$ cat config.mk
export PLATFORM = sky130hd
export DESIGN_NAME = framebuffer_write_arbiter
export DESIGN_NICKNAME = d
export VERILOG_FILES = /design/src/rtl/fb_pkg.sv /design/src/rtl/rr_arbiter2.sv /design/src/rtl/framebuffer_write_arbiter.sv
export SDC_FILE = /design/constraint.sdc
export NUM_CORES = 1
export LEC_CHECK = 0
export BUFFER_PORTS_ARGS = -buffer_cell sky130_fd_sc_hd__buf_4
export CORE_MARGIN = 4
export CORE_UTILIZATION = 44
export DETAILED_ROUTE_END_ITERATION = 8
export GPL_ROUTABILITY_DRIVEN = 0
export PLACE_DENSITY_LB_ADDON = 0.3
export SLEW_MARGIN = 20
export SYNTH_ARGS = -nofsm -noshare
export SYNTH_HDL_FRONTEND = slang
export SYNTH_SLANG_ARGS = --single-unit
$ cat constraint.sdc
create_clock -name i_Clock -period 1.7 [get_ports i_Clock]
set_input_delay 0.255 -clock i_Clock [delete_from_list [all_inputs] [get_ports i_Clock]]
set_output_delay 0.255 -clock i_Clock [all_outputs]
set_load 0.02 [all_outputs]
$ cat src/rtl/fb_pkg.sv
// Shared framebuffer definitions: default geometry, address width, colours and
// the write-arbiter state encoding.
package fb_pkg;

  localparam int unsigned BITS_PER_PIXEL_DEF    = 3;
  localparam int unsigned FRAMEBUFFER_DEPTH_DEF = 640 * 480;
  localparam int unsigned FB_ADDR_W             = 32;

  localparam logic [2:0] RED   = 3'b100;
  localparam logic [2:0] GREEN = 3'b010;
  localparam logic [2:0] BLUE  = 3'b001;
  localparam logic [2:0] BLACK = 3'b000;

  typedef enum logic {
    StArb  = 1'b0,
    StFill = 1'b1
  } fb_state_e;

endpackage

$ cat src/rtl/rr_arbiter2.sv
// Two-way round-robin arbiter: combinational grant, registered last-grant pointer
// that moves only when a grant is actually consumed.
module rr_arbiter2 (
  input  logic i_Clock,
  input  logic i_Reset_n,
  input  logic i_Req_A,
  input  logic i_Req_B,
  input  logic i_Advance,
  output logic o_Gnt_A,
  output logic o_Gnt_B
);

  // High when A won the most recent transfer, so B is favoured next.
  logic last_a_q;

  assign o_Gnt_A = i_Req_A && (!i_Req_B || !last_a_q);
  assign o_Gnt_B = i_Req_B && (!i_Req_A || last_a_q);

  always_ff @(posedge i_Clock or negedge i_Reset_n) begin
    if (!i_Reset_n) begin
      last_a_q <= 1'b0;
    end else if (i_Advance) begin
      last_a_q <= o_Gnt_A;
    end
  end

endmodule

$ cat src/rtl/framebuffer_write_arbiter.sv
// Sole owner of the framebuffer write port: round-robin between two requesters
// plus a full-buffer fill sequencer, one registered write per clock.
module framebuffer_write_arbiter #(
  parameter int unsigned BITS_PER_PIXEL    = fb_pkg::BITS_PER_PIXEL_DEF,
  parameter int unsigned FRAMEBUFFER_DEPTH = fb_pkg::FRAMEBUFFER_DEPTH_DEF
) (
  input  logic                         i_Clock,
  input  logic                         i_Reset_n,
  input  logic                         i_Fill_Start,
  input  logic [BITS_PER_PIXEL-1:0]    i_Fill_Color,
  output logic                         o_Fill_Busy,
  output logic                         o_Fill_Done,
  input  logic                         i_A_Valid,
  input  logic [fb_pkg::FB_ADDR_W-1:0] i_A_Addr,
  input  logic [BITS_PER_PIXEL-1:0]    i_A_Data,
  output logic                         o_A_Ready,
  input  logic                         i_B_Valid,
  input  logic [fb_pkg::FB_ADDR_W-1:0] i_B_Addr,
  input  logic [BITS_PER_PIXEL-1:0]    i_B_Data,
  output logic                         o_B_Ready,
  output logic                         o_Drop,
  output logic                         o_Write_Enable,
  output logic [fb_pkg::FB_ADDR_W-1:0] o_Write_Addr,
  output logic [BITS_PER_PIXEL-1:0]    o_Write_Data
);

  import fb_pkg::*;

  localparam int unsigned CntW = (FRAMEBUFFER_DEPTH > 1) ? $clog2(FRAMEBUFFER_DEPTH) : 1;
  localparam logic [CntW-1:0]      LastCnt = CntW'(FRAMEBUFFER_DEPTH - 1);
  localparam logic [FB_ADDR_W-1:0] DepthW  = FB_ADDR_W'(FRAMEBUFFER_DEPTH);

  fb_state_e                 state_q, state_d;
  logic [CntW-1:0]           fill_cnt_q, fill_cnt_d;
  logic [BITS_PER_PIXEL-1:0] fill_color_q, fill_color_d;
  logic                      we_q, we_d;
  logic [FB_ADDR_W-1:0]      addr_q, addr_d;
  logic [BITS_PER_PIXEL-1:0] data_q, data_d;
  logic                      drop_q, drop_d;
  logic                      done_q, done_d;

  logic                      gnt_a, gnt_b;
  logic                      arb_en;
  logic                      advance;
  logic [FB_ADDR_W-1:0]      sel_addr;
  logic [BITS_PER_PIXEL-1:0] sel_data;

  // A fill start in the same cycle pre-empts any requester; it keeps its request held.
  assign arb_en   = (state_q == StArb) && !i_Fill_Start;
  assign o_A_Ready = arb_en && gnt_a;
  assign o_B_Ready = arb_en && gnt_b;
  assign advance  = arb_en && (gnt_a || gnt_b);
  assign sel_addr = gnt_a ? i_A_Addr : i_B_Addr;
  assign sel_data = gnt_a ? i_A_Data : i_B_Data;

  rr_arbiter2 u_rr_arbiter2 (
    .i_Clock   (i_Clock),
    .i_Reset_n (i_Reset_n),
    .i_Req_A   (i_A_Valid),
    .i_Req_B   (i_B_Valid),
    .i_Advance (advance),
    .o_Gnt_A   (gnt_a),
    .o_Gnt_B   (gnt_b)
  );

  always_comb begin
    state_d      = state_q;
    fill_cnt_d   = fill_cnt_q;
    fill_color_d = fill_color_q;
    we_d         = 1'b0;
    addr_d       = '0;
    data_d       = '0;
    drop_d       = 1'b0;
    done_d       = 1'b0;
    unique case (state_q)
      StArb: begin
        if (i_Fill_Start) begin
          // Address 0 is issued on the start edge; the counter tracks the address on the port.
          state_d      = StFill;
          fill_cnt_d   = '0;
          fill_color_d = i_Fill_Color;
          we_d         = 1'b1;
          data_d       = i_Fill_Color;
        end else if (advance) begin
          if (sel_addr < DepthW) begin
            we_d   = 1'b1;
            addr_d = sel_addr;
            data_d = sel_data;
          end else begin
            drop_d = 1'b1;
          end
        end
      end
      StFill: begin
        if (fill_cnt_q == LastCnt) begin
          state_d    = StArb;
          fill_cnt_d = '0;
          done_d     = 1'b1;
        end else begin
          fill_cnt_d = fill_cnt_q + 1'b1;
          we_d       = 1'b1;
          addr_d     = FB_ADDR_W'(fill_cnt_q + 1'b1);
          data_d     = fill_color_q;
        end
      end
    endcase
  end

  always_ff @(posedge i_Clock or negedge i_Reset_n) begin
    if (!i_Reset_n) begin
      state_q      <= StArb;
      fill_cnt_q   <= '0;
      fill_color_q <= '0;
      we_q         <= 1'b0;
      addr_q       <= '0;
      data_q       <= '0;
      drop_q       <= 1'b0;
      done_q       <= 1'b0;
    end else begin
      state_q      <= state_d;
      fill_cnt_q   <= fill_cnt_d;
      fill_color_q <= fill_color_d;
      we_q         <= we_d;
      addr_q       <= addr_d;
      data_q       <= data_d;
      drop_q       <= drop_d;
      done_q       <= done_d;
    end
  end

  assign o_Fill_Busy    = (state_q == StFill);
  assign o_Fill_Done    = done_q;
  assign o_Drop         = drop_q;
  assign o_Write_Enable = we_q;
  assign o_Write_Addr   = addr_q;
  assign o_Write_Data   = data_q;

endmodule
==> summary.md <==
| Metric | Value |
|---|---|
| Clock slew at reported path FFs | `0.07 ns` |
| Worst R2R Start | `fill_cnt_q[12]$_DFFE_PN0N_` |
| Failing checks | `negative hold slack, negative setup slack` |
| Fraction of layout cells with a size suffix above 1 | `0.558` |
| Synth warnings | `0` |
| Final Instance Area | `0.00490 mm²` |
| Vias per inst | `5.31` |
| Final hold violations | `9` |
| DRT iter0 DRCs | `137` |
| MaxCap Viol Count | `0` |
| Critical Path AT | `2.00 ns` |
| Clk_lat worst skew | `0.35 ns` |
| Distinct cell type count after synthesis | `50` |
| Hpwl dp | `6040 µm` |
| P_leak | `2.29 nW` |
| Sink Count | `62` |
| Max transition margin | `0.483` |
| Min Hold Slack | `-0.0153 ns` |
| Root Buffer | `clkbuf_8` |
| Die outline area | `0.00824 mm²` |
| Worst endpoint required time | `1.92 ns` |
| Slew @ Worst Pin | `0.776 ns` |
| Drt pass-1 iters | `4` |
| Pwr/cell area | `995 mW/mm²` |
| Setup CP Type | `reg2reg` |
| DIE WIDTH | `90.8 µm` |
| Max-slew violation count | `0` |
| Wire length per cell | `17.3 µm` |
| I/O Buffers | `118` |
| First-pass GRT wire length | `13400 µm` |
| Hold crit path type | `in2async` |
| Worst Clk Skew | `0.00844 ns` |
| Final setup viols | `20` |
| Placed cell area | `0.00429 mm²` |
| Die Y | `90.8 µm` |
| Worst R2R Path Depth | `6` |
| Outcome | `finished, violations left` |
| CTS max path bufs | `2` |
| Crit path time final | `1.78 ns` |
| Detail Route Antenna Nets | `0` |
| Fin cells | `527` |
| Initial antenna violation count | `0` |
| CTS buffer count | `9` |
| Seq/Total Area, Yosys | `0.515` |
| GRT Total Usage | `0.205` |
| CTS tree | `yes` |
| Core Area | `0.00649 mm²` |
| Cells after Synth | `271` |
| Post-Route WL | `9140 µm` |
| Row count | `29` |
| Total Power | `4.88 mW` |
| Largest net degree at the start of global routing | `63` |
| Vias | `2798` |
| Fillers | `413` |
| Post-CTS Hold Fix Bufs | `0` |
| Post-route setup slack | `-0.0816 ns` |
| P&R area growth vs syn | `62.7%` |
| Starting density of the core | `0.464` |
| Gr ovfl total | `0` |
| Htree depth | `3` |
| Fmax | `561 MHz` |
| Io pins | `119` |
| Syn Area/Cell | `11.1 µm²` |
| CP Launch Type | `flop` |
| Synth Register Bits | `62` |
| R2R Setup Slk | `-0.08 ns` |
| Antenna cell count | `0` |
| Final Cycle Share | `1.05` |
| Synthesized area | `0.00301 mm²` |
| Layout Nets | `524` |
| Residual DRC | `0` |
| Crit path max fanout | `17` |
| DP Cell Count | `498` |
| RR Endpoint | `fill_cnt_q[3]$_DFFE_PN0N_` |
| Setup crit end kind | `flop` |
| Vias in the first global route | `2794` |
| RSZ-0062 raised after global routing | `true` |
| Maximum vdd drop | `0.443 mV` |
-- per-layer routing --
metal	global-route usage	vias to the layer above	routed length (µm)
li1	-	1322	-
met1	0.239	1377	3680
met2	0.354	81	4840
met3	0.0567	18	417
met4	0.0816	0	206
met5	0	-	0
-- what timing repair did --
item | CTS | global route
resized for setup | 21 | 45
pin swaps | 7 | 23
buffers inserted | 1 | 9
hold endpoints to repair | 0 | 0
gates cloned | 0 | 3
setup endpoints to repair | 36 | 46
-- registers in the layout (all words and copies together) (netlist names) --
| register | cells |
|---|---|
| o_Write_Data | 3 |
| o_Fill_Busy | 1 |
| o_Drop | 1 |
| o_Write_Addr | 32 |
| u_rr_arbiter2.last_a_q | 1 |
| o_Fill_Done | 1 |
| fill_cnt_q | 19 |
| fill_color_q | 3 |
| o_Write_Enable | 1 |
-- how the worst max path moves through the flow --
| stage | depth (start not counted) | slack, ns | startpoint | end |
|---|---|---|---|---|
| after detailed placement | 6 | -0.12 | fill_cnt_q[16]$_DFFE_PN0N_ | fill_cnt_q[3]$_DFFE_PN0N_ |
| after global placement | 6 | -0.05 | fill_cnt_q[16]$_DFFE_PN0N_ | fill_cnt_q[3]$_DFFE_PN0N_ |
| final | 6 | -0.08 | fill_cnt_q[12]$_DFFE_PN0N_ | fill_cnt_q[3]$_DFFE_PN0N_ |
| after CTS | 6 | -0.12 | fill_cnt_q[16]$_DFFE_PN0N_ | fill_cnt_q[13]$_DFFE_PN0N_ |
| after global routing | 6 | -0.15 | fill_cnt_q[16]$_DFFE_PN0N_ | fill_cnt_q[14]$_DFFE_PN0N_ |
| after floorplan | 7 | -0.09 | fill_cnt_q[16]$_DFFE_PN0N_ | fill_cnt_q[2]$_DFFE_PN0N_ |
-- kinds of logic (layout without fill, tap and decap cells) --
logic type / count (synthesis) / after routing / synth area share
xor+xnor: 17 / 17 / 0.0494
simple gates: 81 / 81 / 0.162
fa+ha+maj: 1 / 1 / 0.00415
mux: 27 / 27 / 0.0909
buf+inv: 20 / 188 / 0.0361
flops: 62 / 62 / 0.515
other cells: 1 / 12 / 0.00124
compound gates: 62 / 62 / 0.142
-- where the power goes --
part | internal (mW) | switching (mW)
clock | 0.611 | 0.592
sequential | 1.76 | 0.232
combinational | 0.868 | 0.815
-- critical path, cell delays in order (launching register included) --
cell	delay, ns
dfrtp_1	0.39
or4b_4	0.53
nor3_4	0.19
a21boi_2	0.11
buf_12	0.17
a41oi_2	0.20
a31oi_1	0.06
-- placed cells by master (no fill, tap or decap), types with 3 or more instances in the layout --
master / n
buf_4: 156
dfrtp_1: 56
nand2_1: 26
mux2i_1: 22
o22ai_2: 14
conb_1: 12
o21ai_1: 11
clkbuf_8: 11
xnor2_1: 10
nor2_1: 8
xor2_1: 7
a31oi_1: 7
a21oi_2: 6
dfrtp_2: 6
nor3_1: 5
o21ai_2: 5
inv_1: 4
nand4_1: 4
nand2_2: 4
a21o_1: 4
nor4_1: 4
nand3_1: 4
buf_6: 4
buf_12: 4
nor4_4: 3
o22ai_1: 3
a22oi_2: 3
mux2_2: 3
clkinvlp_4: 3
clkbuf_16: 3
-- layout make-up --
type	count	area [µm²]	share of cell area
timing repair buffer	168	1390	0.283
multi-input combinational	200	1660	0.339
clock buffer	12	155	0.0316
tap	77	96.3	0.0196
inverter	4	15.0	0.00306
clock inverter	4	31.3	0.00638
sequential	62	1560	0.318
-- cell usage after synthesis (all sizes together) --
library cell	count	area [µm²]
dfrtp	62	1550
nand2	31	116
mux2i	24	240
o21ai	17	85.1
o22ai	17	106
buf	12	78.8
nor2	10	37.5
xnor2	10	87.6
nor3	8	45.0
nor4	8	101
a21oi	7	50.0
a31oi	7	43.8
xor2	7	61.3
nand4	6	58.8
nand3	5	37.5
a21o	4	30.0
clkbuf	4	15.0
inv	4	15.0
a22oi	3	22.5
mux2	3	33.8
or2	3	18.8
or3	3	23.8
a2111oi	2	37.5
and3	2	12.5
a21bo	1	10.0
a21boi	1	7.51
a41oi	1	8.76
and2	1	6.26
and2b	1	7.51
conb	1	3.75
ha	1	12.5
nand2b	1	6.26
nor2b	1	6.26
o311ai	1	16.3
o31a	1	8.76
or4b	1	10.0
-- per-stage QoR --
stage	util	hold slack (ns)	TNS (ns)	worst slack, ns
6_report	0.755	-0.0153	-0.840	-0.0816
3_3_place_gp	0.660	0.377	-0.179	-0.0519
5_1_grt	0.755	0.0398	-2.64	-0.145
2_1_floorplan	-	-0.0406	-0.687	-0.0915
3_5_place_dp	0.660	0.377	-1.38	-0.117
4_1_cts	0.700	0.00768	-2.25	-0.123
Power figures use the tool's default switching activity.
